[src/rtl/hc8_bus_pkg.sv]
// ---------------------------------------------------------------------------
// hc8_bus_pkg
// Shared definitions for the HC8 external-bus target: FSM state encoding,
// I/O page register offsets and the default I/O page base address.
// ---------------------------------------------------------------------------
package hc8_bus_pkg;

  // Bus-cycle handshake states.
  typedef enum logic [1:0] {
    IDLE = 2'd0,
    WAIT = 2'd1,
    ACK  = 2'd2
  } state_e;

  // Register offsets within the 4-entry I/O page.
  localparam logic [1:0] PORT_OUT = 2'd0;
  localparam logic [1:0] PORT_IN  = 2'd1;
  localparam logic [1:0] TICK     = 2'd2;
  localparam logic [1:0] STATUS   = 2'd3;

  localparam logic [15:0] IO_BASE_DEFAULT = 16'hFF00;

endpackage

[src/rtl/hc8_sync2.sv]
// ---------------------------------------------------------------------------
// hc8_sync2
// Two-flop synchroniser for asynchronous input pins.
// Ports:
//   clk     in  system clock
//   nReset  in  asynchronous active-low reset (flops clear to 0)
//   d_i     in  asynchronous input vector
//   q_o     out synchronised vector (2 clk latency)
// ---------------------------------------------------------------------------
module hc8_sync2 #(
  parameter int unsigned WIDTH = 8
) (
  input  logic             clk,
  input  logic             nReset,
  input  logic [WIDTH-1:0] d_i,
  output logic [WIDTH-1:0] q_o
);

  logic [WIDTH-1:0] meta_q;
  logic [WIDTH-1:0] sync_q;

  // NOTE: clocked state uses non-blocking assignments so every flop samples
  // the pre-edge value of its source, regardless of statement order.
  always_ff @(posedge clk or negedge nReset) begin
    if (!nReset) begin
      meta_q <= '0;
      sync_q <= '0;
    end else begin
      meta_q <= d_i;
      sync_q <= meta_q;
    end
  end

  assign q_o = sync_q;

endmodule

[src/rtl/hc8_bus_target.sv]
// ---------------------------------------------------------------------------
// hc8_bus_target
// Responder on the HC8 external memory bus: byte RAM at 0x0000, a 4-register
// I/O page at IO_BASE (PORT_OUT, PORT_IN, TICK, STATUS) and programmable
// wait states signalled on nWAIT.
// Optional build macro: HC8_TGT_TICK_EN -- when defined the free-running
// TICK counter exists; otherwise IO_BASE+2 behaves as unmapped.
// Ports:
//   clk, nReset          clock / async active-low reset
//   addr[15:0]           CPU address
//   wdata[7:0]           CPU write data (latched at request edge)
//   rdata[7:0]           registered read data
//   nRAM_RD, nRAM_WR     active-low read / write strobes
//   nWAIT                low while the access is still in progress
//   port_in[7:0]         asynchronous input pins
//   port_out[7:0]        output port register
//   access_err           sticky error flag (STATUS[0])
// ---------------------------------------------------------------------------
module hc8_bus_target
  import hc8_bus_pkg::*;
#(
  parameter int unsigned RAM_DEPTH   = 256,
  parameter int unsigned WAIT_STATES = 1,
  parameter logic [15:0] IO_BASE     = IO_BASE_DEFAULT
) (
  input  logic        clk,
  input  logic        nReset,
  input  logic [15:0] addr,
  input  logic [7:0]  wdata,
  output logic [7:0]  rdata,
  input  logic        nRAM_RD,
  input  logic        nRAM_WR,
  output logic        nWAIT,
  input  logic [7:0]  port_in,
  output logic [7:0]  port_out,
  output logic        access_err
);

  localparam int unsigned RAM_AW    = (RAM_DEPTH > 1) ? $clog2(RAM_DEPTH) : 1;
  localparam logic [3:0]  WAIT_LOAD = (WAIT_STATES == 0) ? 4'd0 : 4'(WAIT_STATES - 1);

  state_e      state_q, state_d;
  logic [3:0]  wcnt_q, wcnt_d;
  logic [15:0] addr_q;
  logic [7:0]  wdata_q;
  logic        write_q;

  logic [7:0]  rdata_q;
  logic [7:0]  port_out_q;
  logic        err_q;
  logic [7:0]  port_in_sync;
  logic [7:0]  mem [RAM_DEPTH];

  logic        req, both_low, both_high;
  logic        fire;
  logic [15:0] acc_addr;
  logic [7:0]  acc_wdata;
  logic        acc_write;

  logic [15:0]       io_off;
  logic              ram_hit, io_hit;
  logic [RAM_AW-1:0] ram_idx;
  logic [7:0]        rd_val;
  logic              mapped, port_we, ram_we, status_clr;
  logic              err_set, err_clr;

  assign req       = nRAM_RD ^ nRAM_WR;
  assign both_low  = ~nRAM_RD & ~nRAM_WR;
  assign both_high =  nRAM_RD &  nRAM_WR;

  hc8_sync2 #(.WIDTH(8)) u_sync_in (
    .clk    (clk),
    .nReset (nReset),
    .d_i    (port_in),
    .q_o    (port_in_sync)
  );

  // ---------------- FSM: state register (plus latched request) ------------
  always_ff @(posedge clk or negedge nReset) begin
    if (!nReset) begin
      state_q <= IDLE;
      wcnt_q  <= 4'd0;
      addr_q  <= 16'h0000;
      wdata_q <= 8'h00;
      write_q <= 1'b0;
    end else begin
      state_q <= state_d;
      wcnt_q  <= wcnt_d;
      if (state_q == IDLE && req) begin
        addr_q  <= addr;
        wdata_q <= wdata;
        write_q <= ~nRAM_WR;
      end
    end
  end

  // ---------------- FSM: next state ----------------------------------------
  // NOTE: every signal driven here gets a default first, so no path leaves it
  // unassigned and no latch is inferred.
  always_comb begin
    state_d = state_q;
    wcnt_d  = wcnt_q;
    case (state_q)
      IDLE: begin
        if (req) begin
          if (WAIT_STATES == 0) begin
            state_d = ACK;
          end else begin
            wcnt_d  = WAIT_LOAD;
            state_d = WAIT;
          end
        end
      end
      WAIT: begin
        if (both_high)           state_d = IDLE;  // CPU gave up: abort
        else if (wcnt_q == 4'd0) state_d = ACK;
        else                     wcnt_d  = wcnt_q - 4'd1;
      end
      ACK: begin
        // Waiting for strobe release keeps a held strobe from re-triggering.
        if (both_high) state_d = IDLE;
      end
      default: state_d = IDLE;
    endcase
  end

  // ---------------- FSM: outputs -------------------------------------------
  always_comb begin
    nWAIT = 1'b1;
    if ((state_q == WAIT) || (state_q == IDLE && req && WAIT_STATES != 0)) nWAIT = 1'b0;
    // A reset in the middle of an access must release the CPU immediately.
    if (!nReset) nWAIT = 1'b1;

    fire = ((state_q == IDLE) && req && (WAIT_STATES == 0)) ||
           ((state_q == WAIT) && !both_high && (wcnt_q == 4'd0));

    // With zero wait states the access happens on the request edge itself,
    // before the latches hold anything, so take the live bus values.
    if (state_q == IDLE) begin
      acc_addr  = addr;
      acc_wdata = wdata;
      acc_write = ~nRAM_WR;
    end else begin
      acc_addr  = addr_q;
      acc_wdata = wdata_q;
      acc_write = write_q;
    end
  end

  // ---------------- Address decode and register file -----------------------
  assign io_off  = acc_addr - IO_BASE;
  assign ram_hit = 32'(acc_addr) < RAM_DEPTH;
  assign io_hit  = (acc_addr >= IO_BASE) && (io_off < 16'd4);
  assign ram_idx = acc_addr[RAM_AW-1:0];

`ifdef HC8_TGT_TICK_EN
  logic [7:0] tick_q;
  logic       tick_clr;
`endif

  always_comb begin
    rd_val     = 8'h00;
    mapped     = 1'b1;
    port_we    = 1'b0;
    ram_we     = 1'b0;
    status_clr = 1'b0;
`ifdef HC8_TGT_TICK_EN
    tick_clr   = 1'b0;
`endif
    if (ram_hit) begin
      rd_val = mem[ram_idx];
      ram_we = acc_write;
    end else if (io_hit) begin
      case (io_off[1:0])
        PORT_OUT: begin
          rd_val  = port_out_q;
          port_we = acc_write;
        end
        PORT_IN: begin
          rd_val = port_in_sync;
          if (acc_write) mapped = 1'b0;
        end
        TICK: begin
`ifdef HC8_TGT_TICK_EN
          rd_val   = tick_q;
          tick_clr = acc_write;
`else
          mapped   = 1'b0;
`endif
        end
        STATUS: begin
          rd_val     = {7'b0, err_q};
          status_clr = acc_write & acc_wdata[0];
        end
      endcase
    end else begin
      mapped = 1'b0;
    end
  end

  assign err_set = (fire & ~mapped) | ((state_q == IDLE) & both_low);
  assign err_clr = fire & status_clr;

  always_ff @(posedge clk or negedge nReset) begin
    if (!nReset) begin
      rdata_q    <= 8'h00;
      port_out_q <= 8'h00;
      err_q      <= 1'b0;
    end else begin
      if (fire && !acc_write) rdata_q    <= mapped ? rd_val : 8'h00;
      if (fire && port_we)    port_out_q <= acc_wdata;
      if (err_set)            err_q      <= 1'b1;
      else if (err_clr)       err_q      <= 1'b0;
    end
  end

  // NOTE: the RAM array has no reset; clearing it would turn the memory into
  // a bank of flops with a reset tree. Writes are gated by nReset so an
  // access in flight when reset arrives is dropped.
  always_ff @(posedge clk) begin
    if (fire && ram_we && nReset) mem[ram_idx] <= acc_wdata;
  end

`ifdef HC8_TGT_TICK_EN
  always_ff @(posedge clk or negedge nReset) begin
    if (!nReset)              tick_q <= 8'h00;
    else if (fire && tick_clr) tick_q <= 8'h00;
    else                      tick_q <= tick_q + 8'd1;
  end
`endif

  assign rdata      = rdata_q;
  assign port_out   = port_out_q;
  assign access_err = err_q;

endmodule

[config.mk]
export PLATFORM = sky130hd
export DESIGN_NAME = hc8_bus_target
export DESIGN_NICKNAME = d
export VERILOG_FILES = /design/src/rtl/hc8_bus_pkg.sv /design/src/rtl/hc8_sync2.sv /design/src/rtl/hc8_bus_target.sv
export SDC_FILE = /design/constraint.sdc
export NUM_CORES = 2
export LEC_CHECK = 0
export CORE_MARGIN = 2
export CORE_UTILIZATION = 33
export DETAILED_ROUTE_END_ITERATION = 7
export MAX_ROUTING_LAYER = met4
export PLACE_DENSITY_LB_ADDON = 0.05
export SLEW_MARGIN = 15
export SYNTH_ARGS = -nofsm -noshare
export SYNTH_HDL_FRONTEND = slang
export SYNTH_SLANG_ARGS = --single-unit
export TNS_END_PERCENT = 100
[constraint.sdc]
create_clock -name clk -period 5 [get_ports clk]
set_input_delay 0.5 -clock clk [delete_from_list [all_inputs] [get_ports clk]]
set_output_delay 0.5 -clock clk [all_outputs]
set_load 0.03 [all_outputs]
==> impl_metrics.json <==
{
  "cp-endpoint": "rdata[6]$_DFFE_PN0P_",
  "cts-hold-fix-buffers": 2,
  "setup_tns_ns": 0,
  "htreeDepth": 4,
  "ir_drop_v": 0.0006568,
  "grt_pass1_vias": 46550,
  "r2r_setup_slack_ns": 0.38,
  "core_um2": 235200,
  "ctsRootBufferMaster": "clkbuf_16",
  "antenna_left": 0,
  "ys.flop_type": "edfxtp_1",
  "r2r_cells": 9,
  "areaGrowthSynthToFinish_pct": 18.81,
  "synthArstFlopShare_pct": 3.030,
  "endpoint_kind": "register",
  "rr_endpoint": "rdata[6]$_DFFE_PN0P_",
  "first_iter_violations": 4390,
  "worstPathMaxFanout": 29,
  "critPathLaunchType": "register",
  "synth-seq-cells": 2112,
  "yosys_warnings": 0,
  "die_area_um2": 240600,
  "cts.path.max_buffers": 3,
  "io_buffers": 53,
  "fin_crit_sh_pct": 92.49,
  "overflow": 0,
  "gp_congestion": 0.8231,
  "hold_viol": 0,
  "wl_per_cell_um": 31.45,
  "cts_tree": "built",
  "slew_viol_final": 0,
  "io_pins": 54,
  "vias": 46630,
  "mostFrequentLayoutCells": "edfxtp_1 (2048), o22ai_1 (899), o21ai_0 (454)",
  "final_nets": 5170,
  "clock-skew-final_ns": 0.04568,
  "synthDistinctLibCells": 51,
  "grt_usage_pct": 22.40,
  "hpwl_um": 167000,
  "power_density_nw_per_um2": 649.1,
  "worstSetupPathType": "reg -> reg",
  "fmax_mhz": 216.2,
  "setup_viol": 0,
  "initial_core_util_pct": 33.21,
  "power.leakage_nw": 28.54,
  "whs_ns": 0.07654,
  "max_cap_violations": 0,
  "critPathArrivalTime_ns": 5.34,
  "drive_gt1_share_pct": 17.01,
  "synthCells": 4683,
  "cts.sinks": 2112,
  "dp.cells": 8049,
  "syn_area_per_cell_um2": 16.68,
  "startpoint": "state_q[0]$_DFFE_PN0P_",
  "worstPathCellList": "nor2_4 -> buf_4 -> o31a_2 -> buf_4 -> a21oi_1 -> o41ai_1 -> a41oi_1 -> a2111oi_0 -> a21oi_1",
  "fp.dieH_um": 490.5,
  "setup_slack_ns": 0.3756,
  "num_rows": 178,
  "grt_pass1_wl_um": 373900,
  "cts.repair.resized": 0,
  "syn_nets": 4722,
  "placed_cell_area_um2": 85610,
  "drt-total-wl_um": 266500,
  "post-cts-setup-buffers": 0,
  "cpPeakStageDelay_ns": 0.97,
  "drc_errors": 0,
  "hold_depth": 1,
  "clock_latency_ns": 0.86,
  "yosysSeqAreaShare_pct": 80.80,
  "critPathBufInv": 2,
  "hp-class": "in -> reg",
  "via_per_inst": 5.502,
  "place_ws_ns": 0.08516,
  "min_period_ns": 4.624,
  "cts_buffers": 228,
  "rsz0062_at_grt": "no",
  "max_slew_margin_pct": 27.78,
  "reg2reg_from": "state_q[0]$_DFFE_PN0P_",
  "crit_slowest_cell": "o41ai_1",
  "path_delay_family": "compound AO/OA/AOI/OAI gates",
  "synth_edf_count": 2048,
  "firstDrtPassIters": 5,
  "status": "complete, no violations",
  "cp.required_ns": 5.72,
  "dieWidth_um": 490.5,
  "final_common_cell": "edfxtp_1",
  "layout.cells.non_filler": 8475,
  "crit_cells": 9,
  "synthesis.area_um2": 78090,
  "path_clk_slew_ns": 0.06,
  "finalInstanceArea_um2": 92780,
  "grt_start_max_net_pins": 139,
  "antenna_found_initial": 7,
  "worstMarginPinSlew_ns": 1.069
}
## worst min-delay path by stage
stage / endpoint / from / slack, ns
3_5_place_dp: wdata_q[5]$_DFFE_PN0P_ / nReset / 0.32
5_1_grt: u_sync_in.meta_q[1]$_DFF_PN0_ / port_in[1] / 0.04
3_3_place_gp: wdata_q[5]$_DFFE_PN0P_ / nReset / 0.32
2_1_floorplan: access_err$_DFFE_PN0P_ / nReset / 0.20
6_report: u_sync_in.meta_q[1]$_DFF_PN0_ / port_in[1] / 0.08
4_1_cts: u_sync_in.meta_q[1]$_DFF_PN0_ / port_in[1] / 0.01
## metrics by stage
stage	utilization, %	power [mW]
finish	39.45	60.23
global placement	36.39	44.55
detailed placement	36.40	44.62
global route	39.45	62.54
floorplan	-	33.90
CTS	39.44	60.97
## kinds of logic after synthesis
family / Yosys count / synth area share [%]
AOI/OAI and AO/OA: 1750 / 13.90
adders and majority gates: 3 / 0.04807
xor gates and xnor gates: 2 / 0.02243
and+or+nand+nor: 431 / 2.371
muxes: 33 / 0.4742
buffers and inverters: 352 / 2.381
DFF: 2112 / 80.80
## layout make-up
class	count	area, µm²
inverter	9	33.78
sequential	2112	63100
antenna	6	15.01
multi-input combinational	2219	13450
tap	3150	3941
timing repair buffer	561	5105
clock inverter	120	1005
clock buffer	298	6133
fill	21780	142400
## sequential cells by signal (all words and copies together), names as in the netlist
name,flops
access_err,1
addr_q,16
mem,2048
port_out,8
rdata,8
state_q,2
u_sync_in.meta_q,8
u_sync_in.q_o,8
wcnt_q,4
wdata_q,8
write_q,1
## synthesized netlist by cell type (32+ instances only)
cell	number	area share (%)
buf_2	190	1.2
o22ai_1	899	7.2
a41oi_1	106	1.2
dfrtp_1	64	2.1
a22oi_1	134	1.3
edfxtp_1	2048	79
nor2_1	274	1.3
clkbuf_1	97	0.47
a21oi_1	78	0.50
o21ai_0	457	2.9
nand2_1	64	0.31
mux2_2	32	0.46
## where the power goes
part           total (mW)  internal, mW  switching, mW
registers            23.5          23.3          0.166
clock network        16.3          9.30           7.02
logic                20.4          5.04           15.4
## routing by layer
layer	wire length, µm	global-route usage, %	up-vias
met5	0	-	-
met4	6180	5.229	0
met3	11480	2.629	337
met2	127400	35.35	1239
met1	121400	31.05	24720
li1	-	-	20330
(Power assumes the default switching activity.)
